<file path="src/rtl/fetch_stage.sv">
// Instruction fetch stage: owns the fetch PC, issues imem requests and buffers responses for decode.
// Optional FETCH_BYPASS_EN: presents a response to decode in its arrival cycle when the queue is empty.
module fetch_stage #(
    parameter int                    DATA_WIDTH = 32,
    parameter int                    ADDR_WIDTH = 32,
    parameter logic [ADDR_WIDTH-1:0] RESET_PC   = '0,
    parameter int                    DEPTH      = 2
) (
    input  logic                  clk,
    input  logic                  rst,
    output logic                  imem_req_valid,
    input  logic                  imem_req_ready,
    output logic [ADDR_WIDTH-1:0] imem_req_addr,
    input  logic                  imem_rsp_valid,
    input  logic [DATA_WIDTH-1:0] imem_rsp_data,
    output logic [DATA_WIDTH-1:0] instr,
    output logic [ADDR_WIDTH-1:0] instr_pc,
    output logic                  instr_valid,
    input  logic                  instr_ready,
    input  logic                  redirect_valid,
    input  logic [ADDR_WIDTH-1:0] redirect_pc
);
    localparam int PW = $clog2(DEPTH);
    localparam int CW = PW + 1;

    logic [ADDR_WIDTH-1:0] fpc;
    logic [CW-1:0]         outstanding, drop, count;
    logic [PW-1:0]         q_rd, q_wr, t_rd, t_wr;
    logic [DATA_WIDTH-1:0] q_data [DEPTH];
    logic [ADDR_WIDTH-1:0] q_pc   [DEPTH];
    logic [ADDR_WIDTH-1:0] t_pc   [DEPTH];
    logic [DATA_WIDTH-1:0] last_instr;
    logic [ADDR_WIDTH-1:0] last_pc;
    logic                  pop, q_pop, q_push, req_fire, rsp_keep, bypass, q_nonempty;
    logic [CW:0]           occ;

    always_comb begin
        q_nonempty = (count != '0);
        rsp_keep   = imem_rsp_valid && (drop == '0) && !redirect_valid;
`ifdef FETCH_BYPASS_EN
        bypass     = rsp_keep && !q_nonempty && !rst;
`else
        bypass     = 1'b0;
`endif
        instr_valid = q_nonempty || bypass;
        if (q_nonempty) begin
            instr    = q_data[q_rd];
            instr_pc = q_pc[q_rd];
        end else if (bypass) begin
            instr    = imem_rsp_data;
            instr_pc = t_pc[t_rd];
        end else begin
            instr    = last_instr;
            instr_pc = last_pc;
        end
        pop    = instr_valid && instr_ready;
        q_pop  = pop && q_nonempty;
        // a bypassed response that decode takes immediately never occupies a slot
        q_push = rsp_keep && !(bypass && instr_ready);
        occ    = {1'b0, outstanding} + {1'b0, count} - (CW+1)'(pop);
        imem_req_valid = !rst && !redirect_valid && (occ < (CW+1)'(DEPTH));
        req_fire       = imem_req_valid && imem_req_ready;
        imem_req_addr  = fpc;
    end

    always_ff @(posedge clk or posedge rst) begin
        if (rst) begin
            fpc         <= RESET_PC;
            outstanding <= '0;
            drop        <= '0;
            count       <= '0;
            q_rd        <= '0;
            q_wr        <= '0;
            t_rd        <= '0;
            t_wr        <= '0;
            last_instr  <= '0;
            last_pc     <= '0;
        end else begin
            last_instr  <= instr;
            last_pc     <= instr_pc;
            outstanding <= outstanding + CW'(req_fire) - CW'(imem_rsp_valid);
            if (req_fire)       t_wr <= t_wr + PW'(1);
            if (imem_rsp_valid) t_rd <= t_rd + PW'(1);
            if (redirect_valid) begin
                fpc   <= redirect_pc & ~ADDR_WIDTH'(3);
                // responses still owed after this cycle's one are all stale
                drop  <= outstanding - CW'(imem_rsp_valid);
                count <= '0;
                q_rd  <= '0;
                q_wr  <= '0;
            end else begin
                if (req_fire) fpc <= fpc + ADDR_WIDTH'(4);
                if (imem_rsp_valid && (drop != '0)) drop <= drop - CW'(1);
                if (q_push) q_wr <= q_wr + PW'(1);
                if (q_pop)  q_rd <= q_rd + PW'(1);
                count <= count + CW'(q_push) - CW'(q_pop);
            end
        end
    end

    always_ff @(posedge clk) begin
        if (req_fire) t_pc[t_wr] <= fpc;
        if (q_push && !redirect_valid) begin
            q_data[q_wr] <= imem_rsp_data;
            q_pc[q_wr]   <= t_pc[t_rd];
        end
    end
endmodule

</file>
<file path="config.mk">
export PLATFORM = sky130hd
export DESIGN_NAME = fetch_stage
export DESIGN_NICKNAME = d
export VERILOG_FILES = /design/src/rtl/fetch_stage.sv
export SDC_FILE = /design/constraint.sdc
export NUM_CORES = 1
export LEC_CHECK = 0
export CAP_MARGIN = 25
export CORE_UTILIZATION = 30
export CTS_BUF_LIST = sky130_fd_sc_hd__clkbuf_16
export CTS_CLUSTER_DIAMETER = 80
export DETAILED_ROUTE_END_ITERATION = 7
export DONT_BUFFER_PORTS = 1
export GPL_ROUTABILITY_DRIVEN = 0
export SETUP_SLACK_MARGIN = 0.3
export SYNTH_ARGS = -nofsm -noshare
export SYNTH_HDL_FRONTEND = slang
export SYNTH_SLANG_ARGS = --single-unit
</file>
<file path="constraint.sdc">
create_clock -name clk -period 4.3 [get_ports clk]
set_input_delay 1.29 -clock clk [delete_from_list [all_inputs] [get_ports clk]]
set_output_delay 1.29 -clock clk [all_outputs]
set_load 0.005 [all_outputs]
</file>
==> metrics.cfg, run 1 <==
[critical_path]
reg2reg_depth = 12
crit_path_start_kind = input pin
reg2reg_slack_ns = 1.04
endpoint_kind = output port
r2r-end = imem_req_addr[27]
cp_max_fo = 2
arrival_ns = 2.81
rr_startpoint = count[0]
criticalPathCategory = input pin to output port
required_ns = 3.01

[timing]
max_freq_ghz = 0.2439
fin_tns_setup_ns = 0
slew_viol_final = 0
slew_headroom = 0.4101
rsz0062_at_grt = true
hold_viol = 0
fin_crit_ns = 4.099
setup_viol = 0
clock_skew_ns = 0.02278
period_share = 0.9533
tightest_slew_ns = 0.8816

[run]
maxCapViolCount = 0

[placement]
numPortBuffers = 0
placed_cells = 1221
dp_hpwl_um = 15570

[routing]
drt_wl_total_um = 24660
drtPass1Iterations = 4
route.antenna.remaining_nets = 0
drc = 0
drt_iter0_drc = 213
via_count = 6129
post_drt_via_cell_ratio = 4.766
wl_per_cell_um = 19.18

[cts]
clk_latency_ns = 0.53
clk_path_buf_depth = 3
ctsHoldBuffers = 0
clkTransAtPathRegs_ns = 0.05
htreeDepth = 2
cts_made_buffers = 34
cts_tree = built
cts.sinks = 288
cts_root_buffer = clkbuf_16

[yosys]
syn-mean-instance-area_sq_um = 14.47
synthCells = 774
synth-seq-area-share = 0.7256
async_flop_share = 0.3611
synthFlopType = edfxtp_1
yosys.cell_types.count = 49
yosysWarnings = 0
synth_edf_count = 184
mappedNetlistArea_sq_mm = 0.01120
ys_ff_latch = 288

[min_path]
min_to = last_pc[1]
holdCritPathClass = flip-flop to flip-flop
whs_path_depth = 1
hold_start = last_pc[1]

[global_routing]
grt_pass1_wl_um = 38260
grt-ovfl-total = 0
first_global_vias = 6344
grt_usage = 0.1331
grt_max_degree = 95
antenna_found_initial = 0

[floorplan]
die_h_um = 195.2
io-pin-count = 168
row_count = 70
dieArea_sq_mm = 0.03812
die_x_um = 195.2
placeableCoreArea_sq_mm = 0.03670
initial_core_util = 0.3053

[layout]
fillers = 3505
num_antenna_cells = 0
final_layout_size_suffix_gt1_frac = 0.1430
nets = 872
mostFrequentLayoutCell = edfxtp_1
area_growth_pct = 16.05
final_cells = 1286
final_cell_mix = edfxtp_1 (184), dfrtp_1 (103), nand2_1 (99)

[pwr]
p_leak_uw = 0.004689
peakVddDrop_mv = 0.2590
p_total_uw = 8669
power_density_mw_per_mm2 = 666.9

[status]
status = finished, final reports clean

==> worst max-delay path: stages <==
cell	delay, ns
nor2b_4	0.15
ha_4	0.20
nand2b_4	0.13
fa_2	0.38
xnor2_4	0.16
nor4b_2	0.24
buf_4	0.16
buf_6	0.08
==> final cells by class <==
| type | instances | area, sq um | share of cell area |
|---|---|---|---|
| multi-input combinational | 431 | 2935 | 0.2258 |
| clock inverter | 27 | 171.4 | 0.01319 |
| tap | 468 | 585.6 | 0.04504 |
| timing repair buffer | 19 | 229.0 | 0.01761 |
| sequential | 288 | 8132 | 0.6255 |
| clock buffer | 35 | 875.8 | 0.06737 |
| inverter | 18 | 71.32 | 0.005486 |
==> power by group <==
part / total [uW] / internal [uW] / switching (uW) / leakage [uW]
sequential: 3900 / 3560 / 340 / 0.00295
combinational: 2100 / 780 / 1320 / 0.00118
clock: 2670 / 1550 / 1120 / 0.000558
total: 8670 / 5890 / 2780 / 0.00469
==> metal layers <==
layer	routed length [um]	global-route usage
met4	409	0.03820
met5	0	0
met1	10500	0.1636
met2	11660	0.2146
met3	2096	0.05406
==> state kept, by name, summed over array words and instances, names as in the netlist <==
| register | count |
|---|---|
| q_rd | 1 |
| last_pc | 32 |
| imem_req_addr | 30 |
| t_rd | 1 |
| drop | 2 |
| q_wr | 1 |
| outstanding | 2 |
| t_pc | 60 |
| t_wr | 1 |
| q_pc | 60 |
| q_data | 64 |
| last_instr | 32 |
| count | 2 |
==> stage by stage <==
stage	hold slack, ns	instance area [sq um]	setup WS [ns]	utilization
CTS	0.5126	12980	0.1345	0.3537
global placement	0.4947	11860	0.09701	0.3231
detailed placement	0.5018	11880	0.01752	0.3238
finish	0.5091	13000	0.2007	0.3542
floorplan	0.4726	11270	0.2316	-
global route	0.5075	13000	0.1291	0.3542
==> worst max-delay path by stage <==
stage | startpoint | end | slack [ns]
global placement | instr_ready | imem_req_valid | 0.1
finish | instr_ready | imem_req_valid | 0.20
global route | instr_ready | imem_req_valid | 0.13
CTS | instr_ready | imem_req_valid | 0.13
floorplan | redirect_valid | q_data[0][0] | 0.23
detailed placement | instr_ready | imem_req_valid | 0.02
==> Yosys cell counts, types with 8 or more instances <==
cell type	number	area (sq um)
mux2i_1	63	630.6
dfrtp_1	104	2603
o311ai_1	8	70.07
nor2_1	23	86.33
mux2_2	30	337.8
nand2_1	99	371.6
o211ai_1	11	82.58
edfxtp_1	184	5525
xnor2_1	8	70.07
buf_1	9	33.78
clkbuf_1	25	93.84
inv_1	17	63.81
nand3_1	20	100.1
o21ai_0	75	375.4
ha_1	9	112.6
a21oi_1	11	55.05
==> kinds of logic (layout without fill, tap and decap cells) <==
group | count (synthesis) | after routing | synth area share
buffers and inverters | 56 | 99 | 0.02044
AOI/OAI and AO/OA | 121 | 121 | 0.06378
muxes | 93 | 93 | 0.08645
DFF | 288 | 288 | 0.7256
and+or+nand+nor | 194 | 194 | 0.08299
xor gates and xnor gates | 11 | 11 | 0.008601
adders and majority gates | 10 | 10 | 0.01184
other | 1 | 2 | 0.0003348
==> repair_timing <==
item / in CTS / in global routing
resized for setup: 4 / 0
pin swaps: 4 / 1
setup endpoints to repair: 1 / 1
buffers inserted: 2 / 0
Power figures use the tool's default switching activity.
==> run 2: changes to the inputs <==
--- a/config.mk
+++ b/config.mk
@@ -5,6 +5,7 @@
 export SDC_FILE = /design/constraint.sdc
 export NUM_CORES = 1
 export LEC_CHECK = 0
+export ABC_AREA = 0
 export CAP_MARGIN = 25
 export CORE_UTILIZATION = 30
 export CTS_BUF_LIST = sky130_fd_sc_hd__clkbuf_16
==> results of run 2 <==
Same layout as run 1: the final DEF is identical, and so are final timing and power.
==> run 3: changes to the inputs <==
--- a/config.mk
+++ b/config.mk
@@ -6,7 +6,6 @@
 export NUM_CORES = 1
 export LEC_CHECK = 0
 export ABC_AREA = 0
-export CAP_MARGIN = 25
 export CORE_UTILIZATION = 30
 export CTS_BUF_LIST = sky130_fd_sc_hd__clkbuf_16
 export CTS_CLUSTER_DIAMETER = 80
==> run 3 against run 2 <==
Via count shrank 0.83%. Routed wire length grew 0.30%. Global-route usage is essentially flat. Critical path depth is the same. Core utilization grew 0.17 points. Sequential power is essentially flat. Largest power group unchanged.
==> metrics.cfg, run 3 (same netlist as run 1, synthesis figures left out) <==
[cts]
ctsHoldBuffers = 0  ; unchanged
clk_path_buf_depth = 3  ; unchanged
cts_root_buffer = clkbuf_16  ; unchanged
htreeDepth = 2  ; unchanged
cts_tree = built  ; unchanged
clkTransAtPathRegs_ns = 0.05  ; about the same
cts_made_buffers = 35  ; was 34
cts.sinks = 288  ; unchanged
clk_latency_ns = 0.53  ; about the same

[critical_path]
crit_chain = nor2b_4, ha_4, nand2b_4, fa_2, xnor2_4, nor4b_2, buf_4, buf_6  ; unchanged
reg2reg_slack_ns = 0.90  ; was 1.04 ns
endpoint_kind = output port  ; unchanged
arrival_ns = 2.81  ; about the same
critPathLaunch = instr_ready  ; unchanged
cp_slowest_stage_delay_ns = 0.40  ; was 0.38 ns
rr_startpoint = count[0]  ; unchanged
r2r-end = imem_req_addr[27]  ; unchanged
reg2reg_depth = 13  ; was 12
criticalPathCategory = input pin to output port  ; unchanged
cp_max_fo = 2  ; unchanged
slowest_stage = fa_2  ; unchanged
required_ns = 3.01  ; about the same
crit_path_start_kind = input pin  ; unchanged

[layout]
mostFrequentLayoutCell = edfxtp_1  ; unchanged
regMostFlops = q_data  ; unchanged
utilization = 0.3560  ; was 0.3542
area_growth_pct = 16.62  ; was 16.05%
regArea_sq_mm = 0.008132  ; unchanged
num_antenna_cells = 0  ; unchanged
final_layout_size_suffix_gt1_frac = 0.1429  ; was 0.1430
fillers = 3470  ; was 3,505
final_cell_mix = edfxtp_1 (184), dfrtp_1 (103), nand2_1 (99)  ; unchanged
largest_register_ffs = 64  ; unchanged
top_regs = q_data (64), q_pc (60), t_pc (60)  ; unchanged
multi_input_comb_area_sq_mm = 0.002935  ; unchanged
nets = 872  ; unchanged

[pwr]
switching_share = 0.3159  ; was 0.3211
power_density_mw_per_mm2 = 681.9  ; was 666.9 mW/mm^2
clkPwrFrac = 0.327  ; was 0.308
p_total_uw = 8908  ; was 8669 uW
comb_power_share = 0.235  ; was 0.242
p_leak_uw = 0.004698  ; was 0.004689 uW
p_int_uw = 6094  ; was 5885 uW
pwr-share-seq = 0.438  ; was 0.450
p_sw_uw = 2815  ; was 2784 uW
peakVddDrop_mv = 0.4070  ; was 0.2590 mV

[floorplan]
die_h_um = 195.2  ; unchanged
io-pin-count = 168  ; unchanged
initial_core_util = 0.3053  ; unchanged
die_x_um = 195.2  ; unchanged
row_count = 70  ; unchanged
dieArea_sq_mm = 0.03812  ; unchanged
placeableCoreArea_sq_mm = 0.03670  ; unchanged

[min_path]
hold_start = last_pc[1]  ; unchanged
holdCritPathClass = flip-flop to flip-flop  ; unchanged
min_to = last_pc[1]  ; unchanged
whs_path_depth = 1  ; unchanged

[global_routing]
grt_usage = 0.1333  ; was 0.1331
grt_max_degree = 128  ; was 95
antenna_found_initial = 0  ; unchanged
grt-ovfl-total = 0  ; unchanged
first_global_vias = 6316  ; was 6,344
grt_pass1_wl_um = 38470  ; was 38,260 um

[timing]
clock_skew_ns = 0.02303  ; was 0.02278 ns
period_share = 0.9531  ; was 0.9533
fin_tns_setup_ns = 0  ; unchanged
setup_viol = 0  ; unchanged
rsz0062_at_grt = true  ; unchanged
slew_headroom = 0.3612  ; was 0.4101
slew_viol_final = 0  ; unchanged
hold_viol = 0  ; unchanged
fin_crit_ns = 4.098  ; was 4.099 ns
max_freq_ghz = 0.2440  ; was 0.2439 GHz
tightest_slew_ns = 0.9562  ; was 0.8816 ns

[routing]
drc = 0  ; unchanged
via_count = 6078  ; was 6,129
drtPass1Iterations = 4  ; unchanged
drt_iter0_drc = 248  ; was 213
drt_wl_total_um = 24740  ; was 24,660 um
wl_per_cell_um = 19.22  ; was 19.18 um
post_drt_via_cell_ratio = 4.723  ; was 4.766
route.antenna.remaining_nets = 0  ; unchanged

[run]
maxCapViolCount = 0  ; unchanged

[placement]
numPortBuffers = 0  ; unchanged
dp_hpwl_um = 15410  ; was 15,570 um

[status]
status = finished, final reports clean  ; unchanged

==> run 3: cell count changes in the layout (fill, tap and decap cells not counted), moves of 3 or more <==
cell / previous run / this run
clkinv_1: 3 / 10
clkinv_2: 8 / 5
inv_1: 27 / 21
bufinv_16: 1 / 4
==> run 3: worst max-delay path by stage <==
| stage | endpoint | slack, ns | cells after the start |
|---|---|---|---|
| 2_1_floorplan | q_data[0][0] | 0.23 | 4 |
| 3_3_place_gp | imem_req_valid | 0.1 | 8 |
| 3_5_place_dp | imem_req_valid | 0.08 | 8 |
| 4_1_cts | imem_req_valid | 0.17 | 8 |
| 5_1_grt | imem_req_valid | 0.13 | 8 |
| 6_report | imem_req_valid | 0.20 | 8 |
==> run 3: power by group through the flow <==
stage	clock network [uW]	registers, uW	logic [uW]
floorplan	0	3780	1580
global placement	0	3950	1990
detailed placement	0	3970	2030
CTS	3010	3920	2130
global route	3130	3970	2380
finish	2920	3900	2090
==> run 3: critical path, delay by kind of cell <==
family / cells / cell delay, ns
xor+xnor: 1 / 0.15
buf+inv: 2 / 0.24
fa+ha+maj: 2 / 0.61
simple gates: 3 / 0.51
==> run 3: cell type report <==
class	count	share of cell area
Inverter	18	0.005459
Timing Repair Buffer	18	0.01475
Tap cell	468	0.04482
Clock inverter	28	0.01887
Clock buffer	36	0.06896
Sequential cell	288	0.6224
Multi-Input combinational cell	431	0.2247
==> run 3: per-layer routing <==
metal | vias to the layer above | track usage | part of all wire | wire [um]
li1 | 2896 | - | - | -
met1 | 2979 | 0.1646 | 0.43 | 10630
met2 | 170 | 0.2135 | 0.47 | 11580
met3 | 33 | 0.05458 | 0.085 | 2108
met4 | 0 | 0.03879 | 0.017 | 420
met5 | - | 0 | 0 | 0
==> run 3: metrics by stage <==
| stage | hold slack (ns) | setup WS [ns] | instance area [sq um] | std cells |
|---|---|---|---|---|
| 2_1_floorplan | 0.4726 | 0.2316 | 11270 | 775 |
| 3_3_place_gp | 0.4947 | 0.09701 | 11860 | 1220 |
| 3_5_place_dp | 0.4981 | 0.08447 | 11860 | 1220 |
| 4_1_cts | 0.5125 | 0.1706 | 13050 | 1286 |
| 5_1_grt | 0.5494 | 0.1337 | 13060 | 1287 |
| 6_report | 0.5072 | 0.2018 | 13060 | 1287 |
==> run 3: repair_timing <==
item	in CTS	in global routing
pin swaps	4	3
endpoints found under the setup margin	1	19
gates resized for setup	4	1
cloned	0	0
buffers inserted	2	1
